## config.mk

```make
export PLATFORM = sky130hd
export DESIGN_NAME = mul_reservation_station_flat
export DESIGN_NICKNAME = d
export VERILOG_FILES = /design/src/rtl/tomasulo_pkg.sv /design/src/rtl/mul_reservation_station_if.sv /design/src/rtl/mul_reservation_station_rs_entry.sv /design/src/rtl/mul_reservation_station.sv /design/src/flat_wrapper.sv
export SDC_FILE = /design/constraint.sdc
export NUM_CORES = 1
export LEC_CHECK = 0
export BUFFER_PORTS_ARGS = -buffer_cell sky130_fd_sc_hd__buf_2
export CORE_MARGIN = 2
export CORE_UTILIZATION = 62
export CTS_CLUSTER_SIZE = 8
export DETAILED_ROUTE_END_ITERATION = 7
export HOLD_SLACK_MARGIN = 0.02
export PLACE_DENSITY = 0.94
export SLEW_MARGIN = 20
export SYNTH_ARGS = -nofsm -noshare
export SYNTH_HDL_FRONTEND = slang
export SYNTH_SLANG_ARGS = --single-unit
```

## constraint.sdc

```tcl
create_clock -name clk -period 5.05 [get_ports clk]
set_clock_uncertainty 0.2 [all_clocks]
set_input_delay 1.01 -clock clk [delete_from_list [all_inputs] [get_ports clk]]
set_output_delay 1.01 -clock clk [all_outputs]
set_load 0.05 [all_outputs]
```

## src/rtl/tomasulo_pkg.sv

```systemverilog
// Shared Tomasulo widths, tag map and station-entry types.
// No timing of its own; the snoop helper is pure combinational logic.
package tomasulo_pkg;
    localparam int DATA_W          = 8;
    localparam int TAG_W           = 3;
    localparam int ADD_TAG_BASE    = 1;
    localparam int MUL_TAG_BASE    = 4;
    localparam int MUL_NUM_ENTRIES = 3;

    localparam logic [TAG_W-1:0] TAG_NONE = '0;

    typedef enum logic [1:0] {
        RS_FREE,
        RS_WAIT,
        RS_READY,
        RS_EXEC
    } rs_state_e;

    typedef struct packed {
        logic [TAG_W-1:0]  tag;
        logic [DATA_W-1:0] val;
    } opnd_t;

    // Resolve one operand against a CDB broadcast; tag 0 never matches.
    function automatic opnd_t snoop_opnd(
        input opnd_t             cur,
        input logic              cdb_valid,
        input logic [TAG_W-1:0]  cdb_tag,
        input logic [DATA_W-1:0] cdb_data
    );
        opnd_t res;
        res = cur;
        if (cdb_valid && (cur.tag != TAG_NONE) && (cur.tag == cdb_tag)) begin
            res.tag = TAG_NONE;
            res.val = cdb_data;
        end
        return res;
    endfunction
endpackage

```

## src/rtl/mul_reservation_station_if.sv

```systemverilog
// Issue, CDB snoop and multiplier-side signals of the MUL reservation station.
// master = instruction queue / CDB side, slave = the station.
interface mul_reservation_station_if;
    import tomasulo_pkg::*;

    logic              issue_valid;
    logic              issue_ready;
    logic [TAG_W-1:0]  issue_tag;
    logic [TAG_W-1:0]  issue_qj;
    logic [DATA_W-1:0] issue_vj;
    logic [TAG_W-1:0]  issue_qk;
    logic [DATA_W-1:0] issue_vk;

    logic              cdb_valid;
    logic [TAG_W-1:0]  cdb_tag;
    logic [DATA_W-1:0] cdb_data;

    logic              mul_start;
    logic              mul_valid;
    logic [TAG_W-1:0]  mul_tag;
    logic [DATA_W-1:0] mul_op_a;
    logic [DATA_W-1:0] mul_op_b;

    modport master (
        output issue_valid, issue_qj, issue_vj, issue_qk, issue_vk,
        output cdb_valid, cdb_tag, cdb_data,
        input  issue_ready, issue_tag,
        input  mul_start, mul_valid, mul_tag, mul_op_a, mul_op_b
    );

    modport slave (
        input  issue_valid, issue_qj, issue_vj, issue_qk, issue_vk,
        input  cdb_valid, cdb_tag, cdb_data,
        output issue_ready, issue_tag,
        output mul_start, mul_valid, mul_tag, mul_op_a, mul_op_b
    );
endinterface

```

## src/rtl/mul_reservation_station_rs_entry.sv

```systemverilog
// One station slot: FREE -> WAIT/READY -> EXEC -> FREE, snooping the CDB for its operands.
// Issue write, snoop capture and state moves all land on the next clock edge.
module rs_entry
    import tomasulo_pkg::*;
(
    input  logic              clk,
    input  logic              rst,
    input  logic              issue_wr,
    input  opnd_t             issue_j,
    input  opnd_t             issue_k,
    input  logic              cdb_valid,
    input  logic [TAG_W-1:0]  cdb_tag,
    input  logic [DATA_W-1:0] cdb_data,
    input  logic              dispatch,
    input  logic              free_exec,
    output rs_state_e         state,
    output logic [DATA_W-1:0] vj,
    output logic [DATA_W-1:0] vk
);
    rs_state_e state_q, state_d;
    opnd_t     opj_q, opj_d;
    opnd_t     opk_q, opk_d;
    opnd_t     new_j, new_k;
    opnd_t     snp_j, snp_k;

    always_comb begin
        state_d = state_q;
        opj_d   = opj_q;
        opk_d   = opk_q;
        // Bypass catches a producer broadcasting in the very cycle of issue.
        new_j   = snoop_opnd(issue_j, cdb_valid, cdb_tag, cdb_data);
        new_k   = snoop_opnd(issue_k, cdb_valid, cdb_tag, cdb_data);
        snp_j   = snoop_opnd(opj_q, cdb_valid, cdb_tag, cdb_data);
        snp_k   = snoop_opnd(opk_q, cdb_valid, cdb_tag, cdb_data);
        case (state_q)
            RS_FREE: begin
                if (issue_wr) begin
                    opj_d   = new_j;
                    opk_d   = new_k;
                    state_d = ((new_j.tag == TAG_NONE) && (new_k.tag == TAG_NONE))
                              ? RS_READY : RS_WAIT;
                end
            end
            RS_WAIT: begin
                opj_d = snp_j;
                opk_d = snp_k;
                if ((snp_j.tag == TAG_NONE) && (snp_k.tag == TAG_NONE)) begin
                    state_d = RS_READY;
                end
            end
            RS_READY: begin
                if (dispatch) begin
                    state_d = RS_EXEC;
                end
            end
            RS_EXEC: begin
                if (free_exec) begin
                    state_d = RS_FREE;
                end
            end
            default: state_d = RS_FREE;
        endcase
    end

    always_ff @(posedge clk) begin
        if (rst) begin
            state_q <= RS_FREE;
            opj_q   <= '0;
            opk_q   <= '0;
        end else begin
            state_q <= state_d;
            opj_q   <= opj_d;
            opk_q   <= opk_d;
        end
    end

    assign state = state_q;
    assign vj    = opj_q.val;
    assign vk    = opk_q.val;
endmodule

```

## src/rtl/mul_reservation_station.sv

```systemverilog
// MUL reservation station: renames issues to tags, snoops the CDB, feeds a non-pipelined multiplier.
// Dispatch one edge after an entry turns READY; issue_ready drops only when every entry is taken.
module mul_reservation_station
    import tomasulo_pkg::*;
#(
    parameter int NUM_ENTRIES = MUL_NUM_ENTRIES,
    parameter int TAG_BASE    = MUL_TAG_BASE
) (
    input  logic                     clk,
    input  logic                     rst,
    mul_reservation_station_if.slave rs_if
);
    localparam int IDX_W = (NUM_ENTRIES > 1) ? $clog2(NUM_ENTRIES) : 1;

    rs_state_e         ent_state [NUM_ENTRIES];
    logic [DATA_W-1:0] ent_vj    [NUM_ENTRIES];
    logic [DATA_W-1:0] ent_vk    [NUM_ENTRIES];

    logic [NUM_ENTRIES-1:0] free_vec, ready_vec;
    logic [NUM_ENTRIES-1:0] issue_wr_vec, dispatch_vec, free_exec_vec;
    logic [IDX_W-1:0]       free_idx, ready_idx;
    logic                   issue_fire, dispatch_fire, complete_fire;
    opnd_t                  issue_j, issue_k;

    logic              mul_start_q, mul_start_d;
    logic              mul_valid_q, mul_valid_d;
    logic [TAG_W-1:0]  mul_tag_q, mul_tag_d;
    logic [DATA_W-1:0] mul_op_a_q, mul_op_a_d;
    logic [DATA_W-1:0] mul_op_b_q, mul_op_b_d;
    logic [IDX_W-1:0]  exec_idx_q, exec_idx_d;

    // Lowest-index priority: scanning downward leaves the smallest match.
    always_comb begin
        free_vec  = '0;
        ready_vec = '0;
        free_idx  = '0;
        ready_idx = '0;
        for (int i = NUM_ENTRIES - 1; i >= 0; i--) begin
            free_vec[i]  = (ent_state[i] == RS_FREE);
            ready_vec[i] = (ent_state[i] == RS_READY);
            if (ent_state[i] == RS_FREE) begin
                free_idx = IDX_W'(i);
            end
            if (ent_state[i] == RS_READY) begin
                ready_idx = IDX_W'(i);
            end
        end
    end

    assign issue_j = {rs_if.issue_qj, rs_if.issue_vj};
    assign issue_k = {rs_if.issue_qk, rs_if.issue_vk};

    assign issue_fire    = rs_if.issue_valid && (|free_vec);
    assign dispatch_fire = !mul_valid_q && (|ready_vec);
    assign complete_fire = mul_valid_q && rs_if.cdb_valid && (rs_if.cdb_tag == mul_tag_q);

    assign issue_wr_vec  = issue_fire    ? (NUM_ENTRIES'(1) << free_idx)   : '0;
    assign dispatch_vec  = dispatch_fire ? (NUM_ENTRIES'(1) << ready_idx)  : '0;
    assign free_exec_vec = complete_fire ? (NUM_ENTRIES'(1) << exec_idx_q) : '0;

    for (genvar g = 0; g < NUM_ENTRIES; g++) begin : g_ent
        rs_entry u_ent (
            .clk       (clk),
            .rst       (rst),
            .issue_wr  (issue_wr_vec[g]),
            .issue_j   (issue_j),
            .issue_k   (issue_k),
            .cdb_valid (rs_if.cdb_valid),
            .cdb_tag   (rs_if.cdb_tag),
            .cdb_data  (rs_if.cdb_data),
            .dispatch  (dispatch_vec[g]),
            .free_exec (free_exec_vec[g]),
            .state     (ent_state[g]),
            .vj        (ent_vj[g]),
            .vk        (ent_vk[g])
        );
    end

    // Dispatch needs mul_valid_q low, so it never coincides with completion.
    always_comb begin
        mul_start_d = dispatch_fire;
        mul_valid_d = mul_valid_q;
        mul_tag_d   = mul_tag_q;
        mul_op_a_d  = mul_op_a_q;
        mul_op_b_d  = mul_op_b_q;
        exec_idx_d  = exec_idx_q;
        if (dispatch_fire) begin
            mul_valid_d = 1'b1;
            mul_tag_d   = TAG_W'(TAG_BASE) + TAG_W'(ready_idx);
            mul_op_a_d  = ent_vj[ready_idx];
            mul_op_b_d  = ent_vk[ready_idx];
            exec_idx_d  = ready_idx;
        end else if (complete_fire) begin
            mul_valid_d = 1'b0;
        end
    end

    always_ff @(posedge clk) begin
        if (rst) begin
            mul_start_q <= 1'b0;
            mul_valid_q <= 1'b0;
            mul_tag_q   <= '0;
            mul_op_a_q  <= '0;
            mul_op_b_q  <= '0;
            exec_idx_q  <= '0;
        end else begin
            mul_start_q <= mul_start_d;
            mul_valid_q <= mul_valid_d;
            mul_tag_q   <= mul_tag_d;
            mul_op_a_q  <= mul_op_a_d;
            mul_op_b_q  <= mul_op_b_d;
            exec_idx_q  <= exec_idx_d;
        end
    end

    assign rs_if.issue_ready = |free_vec;
    assign rs_if.issue_tag   = TAG_W'(TAG_BASE) + TAG_W'(free_idx);
    assign rs_if.mul_start   = mul_start_q;
    assign rs_if.mul_valid   = mul_valid_q;
    assign rs_if.mul_tag     = mul_tag_q;
    assign rs_if.mul_op_a    = mul_op_a_q;
    assign rs_if.mul_op_b    = mul_op_b_q;
endmodule
```

## src/flat_wrapper.sv

```systemverilog
// flat-port wrapper written by rule: the top's interface ports become plain ports
module mul_reservation_station_flat import tomasulo_pkg::*;
#(
    parameter int NUM_ENTRIES = MUL_NUM_ENTRIES,
    parameter int TAG_BASE    = MUL_TAG_BASE
)
  (clk, rst, rs_if_issue_valid, rs_if_issue_qj, rs_if_issue_vj, rs_if_issue_qk, rs_if_issue_vk, rs_if_cdb_valid, rs_if_cdb_tag, rs_if_cdb_data, rs_if_issue_ready, rs_if_issue_tag, rs_if_mul_start, rs_if_mul_valid, rs_if_mul_tag, rs_if_mul_op_a, rs_if_mul_op_b);
  mul_reservation_station_if rs_if_i ();
  input  logic clk;
  input  logic rst;
  input wire logic [$bits(rs_if_i.issue_valid)-1:0] rs_if_issue_valid;
  input wire logic [$bits(rs_if_i.issue_qj)-1:0] rs_if_issue_qj;
  input wire logic [$bits(rs_if_i.issue_vj)-1:0] rs_if_issue_vj;
  input wire logic [$bits(rs_if_i.issue_qk)-1:0] rs_if_issue_qk;
  input wire logic [$bits(rs_if_i.issue_vk)-1:0] rs_if_issue_vk;
  input wire logic [$bits(rs_if_i.cdb_valid)-1:0] rs_if_cdb_valid;
  input wire logic [$bits(rs_if_i.cdb_tag)-1:0] rs_if_cdb_tag;
  input wire logic [$bits(rs_if_i.cdb_data)-1:0] rs_if_cdb_data;
  output wire logic [$bits(rs_if_i.issue_ready)-1:0] rs_if_issue_ready;
  output wire logic [$bits(rs_if_i.issue_tag)-1:0] rs_if_issue_tag;
  output wire logic [$bits(rs_if_i.mul_start)-1:0] rs_if_mul_start;
  output wire logic [$bits(rs_if_i.mul_valid)-1:0] rs_if_mul_valid;
  output wire logic [$bits(rs_if_i.mul_tag)-1:0] rs_if_mul_tag;
  output wire logic [$bits(rs_if_i.mul_op_a)-1:0] rs_if_mul_op_a;
  output wire logic [$bits(rs_if_i.mul_op_b)-1:0] rs_if_mul_op_b;
  assign rs_if_i.issue_valid = rs_if_issue_valid;
  assign rs_if_i.issue_qj = rs_if_issue_qj;
  assign rs_if_i.issue_vj = rs_if_issue_vj;
  assign rs_if_i.issue_qk = rs_if_issue_qk;
  assign rs_if_i.issue_vk = rs_if_issue_vk;
  assign rs_if_i.cdb_valid = rs_if_cdb_valid;
  assign rs_if_i.cdb_tag = rs_if_cdb_tag;
  assign rs_if_i.cdb_data = rs_if_cdb_data;
  assign rs_if_issue_ready = rs_if_i.issue_ready;
  assign rs_if_issue_tag = rs_if_i.issue_tag;
  assign rs_if_mul_start = rs_if_i.mul_start;
  assign rs_if_mul_valid = rs_if_i.mul_valid;
  assign rs_if_mul_tag = rs_if_i.mul_tag;
  assign rs_if_mul_op_a = rs_if_i.mul_op_a;
  assign rs_if_mul_op_b = rs_if_i.mul_op_b;
  mul_reservation_station #(.NUM_ENTRIES(NUM_ENTRIES), .TAG_BASE(TAG_BASE)) u_core (.clk(clk), .rst(rst), .rs_if(rs_if_i));
endmodule
```

* After elaboration in Yosys (flattened, before gate mapping) *
Index checks and enable logic that the tools add are counted.

word-level totals
  register bits after elaboration = 95
  bits of input ports = 37
  output and inout bits = 25

operators by class
  $add $sub $neg = 2
  order comparisons = 1
  equality and inequality tests = 36
  shift-type cells = 3
  mux-type cells = 53
  bitwise gates (word level) = 1
  reduce and logical (&&, ||, !) cells = 62

operators with widths
  operator                                                                  number
  11-bit two-way mux                                                        14
  11-bit case mux with 2 select lines                                       6
  2-bit two-way mux                                                         19
  8-bit binary-select mux with 2-bit select                                 2
  8-bit two-way mux                                                         4
  2-bit inequality test (second input constant)                             15
  3-bit equality test                                                       9
  1-bit logical AND                                                         24
  3-bit zero test                                                           8
  2-bit case mux with 4 select lines                                        3
  3-bit nonzero test                                                        8
  3-bit AND reduction                                                       6
  2-bit equality test (second input constant)                               6
  4-bit AND reduction                                                       3
  3-bit two-way mux                                                         3
  1-bit by 2-bit left shift with 3-bit output (first input constant)        3
  2-bit nonzero test                                                        4
  3-bit by 2-bit adder with 3-bit output (first input constant)             2
  2-bit by 1-bit equality test with 1-bit output (second input constant)    3
  2-bit zero test                                                           3
  2-bit by 1-bit inequality test with 1-bit output (second input constant)  3
  2-bit AND reduction                                                       3
  3-bit OR reduction                                                        2
  3-bit >= comparator (second input constant)                               1
  3 further kinds                                                           4

* Logic depth before layout (Yosys ltp) *
Gate-level depths: netlist of the first run.

  depth after elaboration = 9
  gate-level depth with buffers = 10
  gate-level depth less buffers = 7

* Hierarchy *
Synthesis of the first run repeated with hierarchy kept, for this count alone.

unflattened totals
  cells, all modules = 703
  area, all modules = 6,147.1 sq um

modules (own cells, without submodules)
  module                   instances  cells each  area an instance (sq um)  sequential area each (sq um)
  rs_entry                 3          183         1,626.6                   480.5
  mul_reservation_station  1          154         1,267.5                   420.4

* Worst setup path before layout of the first run *
OpenSTA, ideal clock, no wires.

  kind = reg-to-reg
  start point = register u_core.g_ent[0].u_ent.state_q[0]
  end point = register u_core.g_ent[2].u_ent.opk_q[8] (netlist name)
  library setup time = 128 ps
  data arrival time = 3,050 ps
  data required time = 4,722 ps
  path slack = 1,672 ps
  cell stages (with the launch flop) = 10
  buffers on the path = 2
  period minus slack after synthesis = 3,378 ps
  cells stage by stage = dfxtp_1 inv_1 ha_1 nor3b_1 a2bb2oi_1 a221o_1 buf_6 buf_2 a32oi_1 nor2_1

on the way
  cells in the longest elaborated chain, start to end = 6
  elaborated cells between the ends (all ways) = 8

RTL lines
  what                                                                                     line                                                          source
  start: declaration                                                                       mul_reservation_station_rs_entry.sv:20                        rs_state_e state_q, state_d;
  start signal: assignment                                                                 mul_reservation_station_rs_entry.sv:71                        state_q <= state_d;
  2-bit zero test *                                                                        mul_reservation_station.sv:39, mul_reservation_station.sv:41
  2-bit two-way mux / 3-bit OR reduction (equally long branches)                           mul_reservation_station.sv:41, mul_reservation_station.sv:53
  1-bit by 2-bit left shift with 3-bit output / 1-bit logical AND (equally long branches)  mul_reservation_station.sv:57, mul_reservation_station.sv:53
  3-bit two-way mux *                                                                      mul_reservation_station.sv:57                                 assign issue_wr_vec = issue_fire ? (NUM_ENTRIES'(1) << free_idx) : '0;
  2-bit inequality test (no line) *                                                        -
  2-bit AND reduction (no line) *                                                          -
  end signal: assignment                                                                   mul_reservation_station_rs_entry.sv:73                        opk_q <= opk_d;
  end: declaration                                                                         mul_reservation_station_rs_entry.sv:22                        opnd_t opk_q, opk_d;

Mark *: on every way between the ends. The rest lies on a longest branch, timed or not.
A chain may end at the register's enable or synchronous reset.

* Final worst setup path of the first run *
  start point = register u_core.g_ent[2].u_ent.state_q[1]
  end point = register u_core.g_ent[2].u_ent.opk_q, in the netlist u_core.g_ent[2].u_ent.vk[7]

on the way
  cells in the longest elaborated chain, start to end = 8
  elaborated cells between the ends (all ways) = 14

RTL lines
  what                                         line                                                                                                  source
  start: declaration                           mul_reservation_station_rs_entry.sv:20
  start signal: assignment                     mul_reservation_station_rs_entry.sv:71
  2-bit zero test                              mul_reservation_station_rs_entry.sv:35, mul_reservation_station.sv:39, mul_reservation_station.sv:41
  2-bit two-way mux (3 in a row)               mul_reservation_station.sv:41                                                                         if (ent_state[i] == RS_FREE) begin
  1-bit by 2-bit left shift with 3-bit output  mul_reservation_station.sv:57
  3-bit two-way mux                            mul_reservation_station.sv:57
  2-bit inequality test (no line)              -
  3-bit AND reduction (no line)                -

Several ways; a longest one is shown, not always the timed one.

==> results.cfg, run 1 <==
[run_status]
status = finished clean

[route]
drt.antenna.violating_nets = 0
drt-initial-drc-count = 706
route.vias.total = 5906
drt_first_pass_iters = 6
via_per_inst = 7.11
wl_per_cell_um = 20.6
drc_errors = 0
totalWireLength_um = 17100

[timing]
slew_headroom_pct = 28.1
whs_ps = 260
post-route-min-period_ps = 3290
worst_pin_slew_ps = 1080
rsz0062_at_grt = false
hold_violations = 0
finalCritPeriodShare_pct = 65.1
setup_viol = 0
slew_viol_final = 0
fmax_mhz = 304
tns_ps = 0

[logic_synthesis]
synth_enable_flop_cells = 0
synth_area_leaders = dfxtp_1 33%, nor2_1 4.2%, a311oi_1 3.9%, a21oi_1 3.8%, nand2_1 3.5%
synth_fp_nets = 745
yosysWarnings = 0
syn_area_per_cell_um2 = 8.09
synth_cell_types = 64
netlist.area_leader.share_pct = 33.2
async_reset_ff_share_pct = 0
ys_seq_elements = 93
syn_area_um2 = 5610
netlist_instances = 693
yosysTopAreaCell = dfxtp_1
synth-seq-area-share_pct = 33.2
ys.flop_type = dfxtp_1

[clocking]
cts_tree = done
htree_levels = 3
post_cts.repair.setup_buffers = 0
clockBufferDepth = 2
cts_buffers = 9
cts.hold.buffers_added = 0
insertion_delay_ps = 370
cts-root-buf = clkbuf_8
cts_resized = 0
cts_sinks = 93
cts.clk_slew.worst_paths_ps = 90

[global_route]
antenna_found_initial = 0
grt_pass1_wl_um = 27300
grt_max_degree = 121
grt_overflow = 0
top_usage_layer = met2
use_met3_pct = 8.78
grt_use_met1_pct = 46.4
grtUsageMet2_pct = 52.8
grt_pass1_vias = 5531
track_usage_pct = 34.4

[final_layout]
drive_above_1_share_pct = 14.5
n_fill_cell = 720
syn2layout_area_growth_pct = 7.74
diodes = 0
final_util_pct = 68.9
nets = 771

[setup_path]
path_max_fanout = 19
arrival_ps = 3350
r2r_start = u_core.g_ent[2].u_ent.state[1]
crit_type = reg2reg
critPathRequiredTime_ps = 5110
reg2reg_slack_ps = 1760
start_kind = flip-flop
cp-end-kind = flip-flop
setup.worst_path.end = u_core.g_ent[2].u_ent.vk[7]
crit_path_start = u_core.g_ent[2].u_ent.state[1]
rr_endpoint = u_core.g_ent[2].u_ent.vk[7]
rr_worst_depth = 7

[pwr]
irDropWorstVdd_mv = 0.407
power.density_nw_per_um2 = 670
power.leakage_uw = 0.00223

[placed_design]
hpwlAfterDp_um = 11500
gp_congestion = 0.947
io_buffers = 60

[floorplanning]
dieArea_um2 = 9820
coreArea_um2 = 8760
die_h_um = 99.1
die_w_um = 99.1
io_pins = 62
rows = 34
initial_core_util_pct = 64.0

[hold_path]
min_path_type = reg2reg

[flow_run]
max-cap-violations = 0
[placed cells by master (no fill, tap or decap), types with 6 or more instances in the layout]
cell,instances
a211oi_1,18
a21boi_0,8
a21oi_1,43
a21oi_2,7
a221oi_1,16
a311oi_1,25
a32oi_1,6
and3_1,13
buf_2,59
buf_4,6
clkbuf_8,9
dfxtp_1,93
ha_1,15
inv_1,27
nand2_1,53
nand3_1,16
nand3b_1,16
nor2_1,63
nor2b_1,6
nor3_1,39
o21a_1,6
o21ai_0,22
o21ai_1,7
o21bai_1,17
o32ai_1,8
o41ai_1,16
or2_2,6
or3_1,6
or4_1,8
xnor2_1,12
xor2_1,8
[report_power, final]
group | internal [uW] | total (uW) | switching [uW]
clock network | 231 | 514 | 284
logic | 764 | 2370 | 1600
registers | 996 | 1170 | 173
total | 1990 | 4050 | 2060
[layout make-up]
class	count	area, um^2	share of cell area [%]
Multi-Input combinational cell	522	3400	56.2
Sequential cell	93	1860	30.8
Timing Repair Buffer	66	352	5.82
Tap cell	108	135	2.24
Clock buffer	9	124	2.05
Inverter	27	101	1.68
Clock inverter	6	72.6	1.20
[logic make-up after synthesis]
kind of cell / after synthesis / synth area share (%)
adder cells (fa/ha/maj): 15 / 3.35
XOR/XNOR: 20 / 3.12
flip-flops: 93 / 33.2
AND/OR/NAND/NOR: 253 / 23.0
other: 1 / 0.0669
AO/OA/AOI/OAI: 233 / 31.0
buffers and inverters: 78 / 6.25
[synth_stat cells (8+ instances only)]
cell type	count
a211oi_1	18
a21boi_0	8
a21oi_1	43
a221oi_1	16
a311oi_1	25
and3_1	13
buf_2	9
clkbuf_1	30
dfxtp_1	93
ha_1	15
inv_1	27
nand2_1	53
nand3_1	16
nand3b_1	16
nor2_1	63
nor3_1	39
o21ai_0	22
o21bai_1	17
o32ai_1	8
o41ai_1	16
or4_1	8
xnor2_1	12
xor2_1	8
[sequential cells by signal (all words and copies together), names as in the netlist, 2 cells and up]
register / cells
u_core.g_ent.u_ent.vj: 24
u_core.g_ent.u_ent.vk: 24
u_core.g_ent.u_ent.opj_q: 9
u_core.g_ent.u_ent.opk_q: 9
u_core.rs_if.mul_op_a: 8
u_core.rs_if.mul_op_b: 8
u_core.g_ent.u_ent.state: 6
u_core.rs_if.mul_tag: 2
[metal layers]
| metal | up-vias | share of wire (%) |
|---|---|---|
| met5 | - | 0 |
| met4 | 0 | 3.1 |
| met3 | 54 | 12 |
| met2 | 458 | 45 |
| met1 | 2745 | 40 |
| li1 | 2649 | - |
[how the worst min path moves through the flow]
stage	slack [ps]	endpoint	depth (start not counted)	start
floorplan	240	u_core.rs_if.mul_op_a[7]	2	u_core.g_ent[0].u_ent.vj[7]
global placement	240	u_core.rs_if.mul_op_a[2]	2	u_core.g_ent[0].u_ent.vj[2]
detailed placement	250	u_core.rs_if.mul_op_b[6]	2	u_core.g_ent[0].u_ent.vk[6]
CTS	260	u_core.rs_if.mul_op_b[6]	2	u_core.g_ent[0].u_ent.vk[6]
global route	280	u_core.rs_if.mul_op_b[5]	2	u_core.g_ent[0].u_ent.vk[5]
finish	260	u_core.rs_if.mul_op_b[5]	2	u_core.g_ent[0].u_ent.vk[5]
[stage by stage]
stage / cells / power (uW) / setup WS, ps / area, um^2
2_1_floorplan: 693 / 2880 / 1670 / 5610
3_3_place_gp: 816 / 3380 / 1880 / 5840
3_5_place_dp: 816 / 3460 / 1780 / 5840
4_1_cts: 831 / 3970 / 1870 / 6040
5_1_grt: 831 / 4280 / 1600 / 6040
6_report: 831 / 4050 / 1760 / 6040
[worst max-delay path, cell delays in order (launching register included)]
cell,delay [ps]
dfxtp_1,420
inv_1,110
ha_1,440
inv_1,620
a2bb2oi_1,440
a221o_1,660
nand3b_1,190
o41ai_1,100
Note: power is estimated with default switching activity, not from simulation.
==> run 2: changes to the inputs <==
--- a/config.mk
+++ b/config.mk
@@ -7,11 +7,11 @@
 export LEC_CHECK = 0
 export BUFFER_PORTS_ARGS = -buffer_cell sky130_fd_sc_hd__buf_2
 export CORE_MARGIN = 2
-export CORE_UTILIZATION = 62
+export CORE_UTILIZATION = 59
 export CTS_CLUSTER_SIZE = 8
 export DETAILED_ROUTE_END_ITERATION = 7
 export HOLD_SLACK_MARGIN = 0.02
-export PLACE_DENSITY = 0.94
+export PLACE_DENSITY = 0.9
 export SLEW_MARGIN = 20
 export SYNTH_ARGS = -nofsm -noshare
 export SYNTH_HDL_FRONTEND = slang
==> constraint.sdc (replaced) <==
create_clock -name clk -period 3.4 [get_ports clk]
set_clock_uncertainty 0.2 [all_clocks]
set_input_delay 0.68 -clock clk [delete_from_list [all_inputs] [get_ports clk]]
set_output_delay 0.68 -clock clk [all_outputs]
set_load 0.05 [all_outputs]
==> run 2 against run 1 <==
Compared with the run above:
- sequential share of layout area down 0.39 points
- non-clock buffer count up 7
- first-iteration DRC count up 5.9%
- via count up 0.75%
- die area up 4.9%
- routed wire length up 1.8%
- clock power up 51%
- cell count up 3.5%
- hold slack better by 1.6 ps
- sequential power up 49%
- global-route usage down 0.78 points
- total power up 51%
- highest routed layer unchanged
==> results.cfg, run 2 (synthesized netlist as in run 1, its figures left out) <==
[run_status]
status = finished clean

[setup_path]
start_kind = flip-flop
critPathRequiredTime_ps = 2520
crit_slowest_cell = nor3b_1
crit_buf_inv = 2
crit_type = reg2out
arrival_ps = 2110
cp-end-kind = primary output
worstPathCellList = inv_1, ha_1, nor3b_1, buf_2
crit_family = buffers and inverters
reg2reg_slack_ps = 440
slowest_delay_ps = 490
path_max_fanout = 5

[final_layout]
n_fill_cell = 742
diodes = 0
layout.cells.non_filler = 860
layout_commonest_cell = dfxtp_1
multi_input_area_um2 = 3400
drive_above_1_share_pct = 15.3
syn2layout_area_growth_pct = 9.13
nets = 778
seqCellArea_um2 = 1860
final_cell_mix = 93 x dfxtp_1, 63 x nor2_1, 59 x buf_2

[clocking]
cts.hold.buffers_added = 0
post_cts.repair.setup_buffers = 0
htree_levels = 3
cts-root-buf = clkbuf_8
cts_buffers = 9
cts_tree = done
cts.clk_slew.worst_paths_ps = 100
cts_sinks = 93
cts_resized = 0
clockBufferDepth = 2
insertion_delay_ps = 370

[floorplanning]
dieArea_um2 = 10300
initial_core_util_pct = 60.7
rows = 35
die_w_um = 101
coreArea_um2 = 9240
io_pins = 62
die_h_um = 101

[timing]
setup_viol = 0
rsz0062_at_grt = false
tns_ps = 0
finalCritPeriodShare_pct = 87.8
worst_slack_ps = 414
hold_violations = 0
slew_headroom_pct = 36.5
fmax_mhz = 335
worst_pin_slew_ps = 952
slew_viol_final = 0
whs_ps = 262
post-route-min-period_ps = 2990

[global_route]
grt_max_degree = 100
grt_pass1_vias = 5560
track_usage_pct = 33.6
grt_overflow = 0
grt_pass1_wl_um = 27300
antenna_found_initial = 0

[placed_design]
gp_congestion = 1.03
io_buffers = 60
pre_cts_ws_ps = 475
hpwlAfterDp_um = 11700
placedCellCount = 844

[route]
route.vias.total = 5950
drc_errors = 0
drt_first_pass_iters = 6
drt-initial-drc-count = 748
via_per_inst = 6.92
totalWireLength_um = 17400
drt.antenna.violating_nets = 0
wl_per_cell_um = 20.3

[flow_run]
max-cap-violations = 0

[pwr]
cell_internal_pwr_uw = 3010
power.density_nw_per_um2 = 998
clkPwrFrac_pct = 12.7
power.leakage_uw = 0.00226
p_seq_share_pct = 28.5
p_sw_share_pct = 50.8
p_comb_share_pct = 58.9
irDropWorstVdd_mv = 0.536
power.switching_uw = 3100

[hold_path]
min_path_type = reg2reg
## run 2: worst paths after layout
| kind | from | cells after the start | to |
|---|---|---|---|
| setup / recovery | u_core.g_ent[2].u_ent.state[0] | 4 | rs_if_issue_tag[1] |
| hold / removal | u_core.g_ent[0].u_ent.vk[0] | 2 | u_core.rs_if.mul_op_b[0] |
| setup reg to reg | u_core.g_ent[2].u_ent.state[0] | 6 | u_core.g_ent[2].u_ent.vk[6] |
| hold reg to reg | u_core.g_ent[0].u_ent.vk[0] | 2 | u_core.rs_if.mul_op_b[0] |
## run 2: final cells by class
| cell class | count | share of cell area (%) |
|---|---|---|
| multi-input combinational | 522 | 55.5 |
| sequential | 93 | 30.4 |
| timing repair buffer | 73 | 6.54 |
| tap | 129 | 2.64 |
| clock buffer | 10 | 2.09 |
| inverter | 27 | 1.66 |
| clock inverter | 6 | 1.17 |
## run 2: power groups by stage
stage                     registers, uW  logic [uW]  clock network, uW
after floorplan                    2020        2270                  0
after global placement             1720        3310                  0
after detailed placement           1750        3460                  0
after CTS                          1720        3490                765
after global routing               1770        3830                805
final                              1740        3600                774
## run 2: routing by layer
layer	wire length [um]	track usage (%)	share of wire (%)	vias up
met4	588	14.6	3.4	0
met3	2190	8.14	13	71
met1	6540	42.6	38	2754
met5	0	0	0	-
li1	-	-	-	2668
met2	8120	54.8	47	457
## run 2: tightest hold or removal path: cells and delay by family (launching register included)
| kind | cells | cell delay, ps |
|---|---|---|
| DFF | 1 | 320 |
| AOI/OAI and AO/OA | 1 | 60 |
| and+or+nand+nor | 1 | 50 |
## run 2: through the flow
stage | total power [uW] | utilization (%) | area, um^2
floorplan | 4280 | - | 5610
global placement | 5030 | 64.1 | 5920
detailed placement | 5210 | 64.1 | 5920
CTS | 5980 | 66.2 | 6120
global route | 6410 | 66.2 | 6120
finish | 6110 | 66.2 | 6120
==> run 3: changes to the inputs <==
--- a/config.mk
+++ b/config.mk
@@ -12,6 +12,7 @@
 export DETAILED_ROUTE_END_ITERATION = 7
 export HOLD_SLACK_MARGIN = 0.02
 export PLACE_DENSITY = 0.9
+export SKIP_CTS_REPAIR_TIMING = 1
 export SLEW_MARGIN = 20
 export SYNTH_ARGS = -nofsm -noshare
 export SYNTH_HDL_FRONTEND = slang
==> constraint.sdc (replaced) <==
create_clock -name clk -period 3 [get_ports clk]
set_clock_uncertainty 0.2 [all_clocks]
set_input_delay 0.6 -clock clk [delete_from_list [all_inputs] [get_ports clk]]
set_output_delay 0.6 -clock clk [all_outputs]
set_load 0.05 [all_outputs]
==> run 3 against run 2 <==
Compared with the run above:
- worst setup slack worse by 140 ps
- die area unchanged
- combinational power increased by 16%
- sequential share of layout area down 0.38 points
- total power up 15%
- critical path depth increased by 2
- cell count is 1.0% higher
- sequential cell count unchanged
- count of clock-buffer cells in the layout decreased by 1
- register-to-register slack worse by 160 ps
==> results.cfg, run 3 (synthesized netlist as in run 1, its figures left out) <==
[pwr]
cell_internal_pwr_uw = 3490
power.switching_uw = 3530
p_seq_share_pct = 28.1
power.leakage_uw = 0.00231
p_comb_share_pct = 59.6
irDropWorstVdd_mv = 0.516
power.density_nw_per_um2 = 1130
p_sw_share_pct = 50.3
clkPwrFrac_pct = 12.3

[route]
route.vias.total = 5938
drc_errors = 0
wl_per_cell_um = 20.4
drt.antenna.violating_nets = 0
via_per_inst = 6.83
drt_first_pass_iters = 5
drt-initial-drc-count = 676
totalWireLength_um = 17700

[clocking]
cts-root-buf = clkbuf_8
htree_levels = 3
cts_sinks = 93
cts_buffers = 9
insertion_delay_ps = 350
clockBufferDepth = 2
cts_tree = done
cts.clk_slew.worst_paths_ps = 100

[placed_design]
io_buffers = 60
placedCellCount = 854
placed_area_um2 = 6000
gp_congestion = 1.00
hpwlAfterDp_um = 12100
pre_cts_ws_ps = 158

[setup_path]
slowest_delay_ps = 690
arrival_ps = 2770
crit_type = reg2reg
crit_path_start = u_core.g_ent[1].u_ent.state[1]
crit_family = simple AND/OR/NAND/NOR gates
crit_buf_inv = 2
start_kind = flip-flop
crit_slowest_cell = or3b_2
critPathRequiredTime_ps = 3050
worstPathCellList = inv_1, ha_1, inv_1, o22ai_1, or3b_2, o41ai_1
r2r_start = u_core.g_ent[1].u_ent.state[1]
cp-end-kind = flip-flop
crit_top_cell = inv_1
path_max_fanout = 19

[hold_path]
min_path_type = reg2reg
min_from = u_core.g_ent[0].u_ent.vk[5]

[floorplanning]
initial_core_util_pct = 60.7
dieArea_um2 = 10300
coreArea_um2 = 9240
die_w_um = 101
rows = 35
io_pins = 62
die_h_um = 101

[run_status]
status = finished clean

[timing]
slew_viol_final = 0
setup_viol = 0
post-route-min-period_ps = 2720
tns_ps = 0
whs_ps = 261
worst_slack_ps = 277
worst_pin_slew_ps = 833
fmax_mhz = 367
hold_violations = 0
rsz0062_at_grt = false
slew_headroom_pct = 44.4
finalCritPeriodShare_pct = 90.8

[final_layout]
layout.cells.non_filler = 869
final_cell_mix = 93 x dfxtp_1, 63 x nor2_1, 59 x buf_2
drive_above_1_share_pct = 16.6
layout_commonest_cell = dfxtp_1
syn2layout_area_growth_pct = 10.5
fin_area_um2 = 6200
diodes = 0
nets = 788

[global_route]
track_usage_pct = 33.9
grt_overflow = 0
grt_pass1_vias = 5415
grt_pass1_wl_um = 27300
antenna_found_initial = 0
grt_max_degree = 121

[flow_run]
max-cap-violations = 0
## run 3: cell types whose count changed in the layout (fill, tap and decap cells not counted), sizes merged
cell,before,now
inv,29,30
clkinv,2,1
buf,73,83
clkbuf,10,9
## run 3: final timing paths
path,to,slack [ps],cells after the start
worst max-delay path,u_core.g_ent[1].u_ent.vj[0],280,6
worst min-delay path,u_core.rs_if.mul_op_b[5],260,2
worst max register to register,u_core.g_ent[1].u_ent.vj[0],280,6
worst min register to register,u_core.rs_if.mul_op_b[5],260,2
## run 3: worst register-to-register path, cell delays in order (launching register included)
cell and delay (ps):
dfxtp_1 400, inv_1 100, ha_1 290, inv_1 340
o22ai_1 170, or3b_2 690, o41ai_1 420
## run 3: metal layers
layer / global-route usage (%) / vias up / share of wire [%]
met5: 0 / - / 0
met4: 12.1 / 0 / 2.7
met3: 6.63 / 65 / 11
met2: 52.6 / 406 / 46
met1: 47.0 / 2793 / 40
li1: - / 2674 / -
## run 3: cell type report
type,instances,area (um^2)
Multi-Input combinational cell,522,3400
Fill cell,755,3040
Sequential cell,93,1860
Timing Repair Buffer,83,479
Tap cell,129,161
Clock buffer,9,124
Inverter,27,101
Clock inverter,6,68.8
## run 3: through the flow
stage	total power (uW)	utilization, %
global placement	5860	64.9
global route	7360	67.1
finish	7010	67.1
floorplan	4860	-
CTS	6870	67.0
detailed placement	6030	64.9
## run 3: power by group through the flow
stage | clock network [uW] | registers (uW) | logic, uW
final | 863 | 1970 | 4180
after global routing | 906 | 2010 | 4450
after CTS | 854 | 1950 | 4070
after detailed placement | 0 | 1980 | 4050
after global placement | 0 | 1950 | 3920
after floorplan | 0 | 2280 | 2580
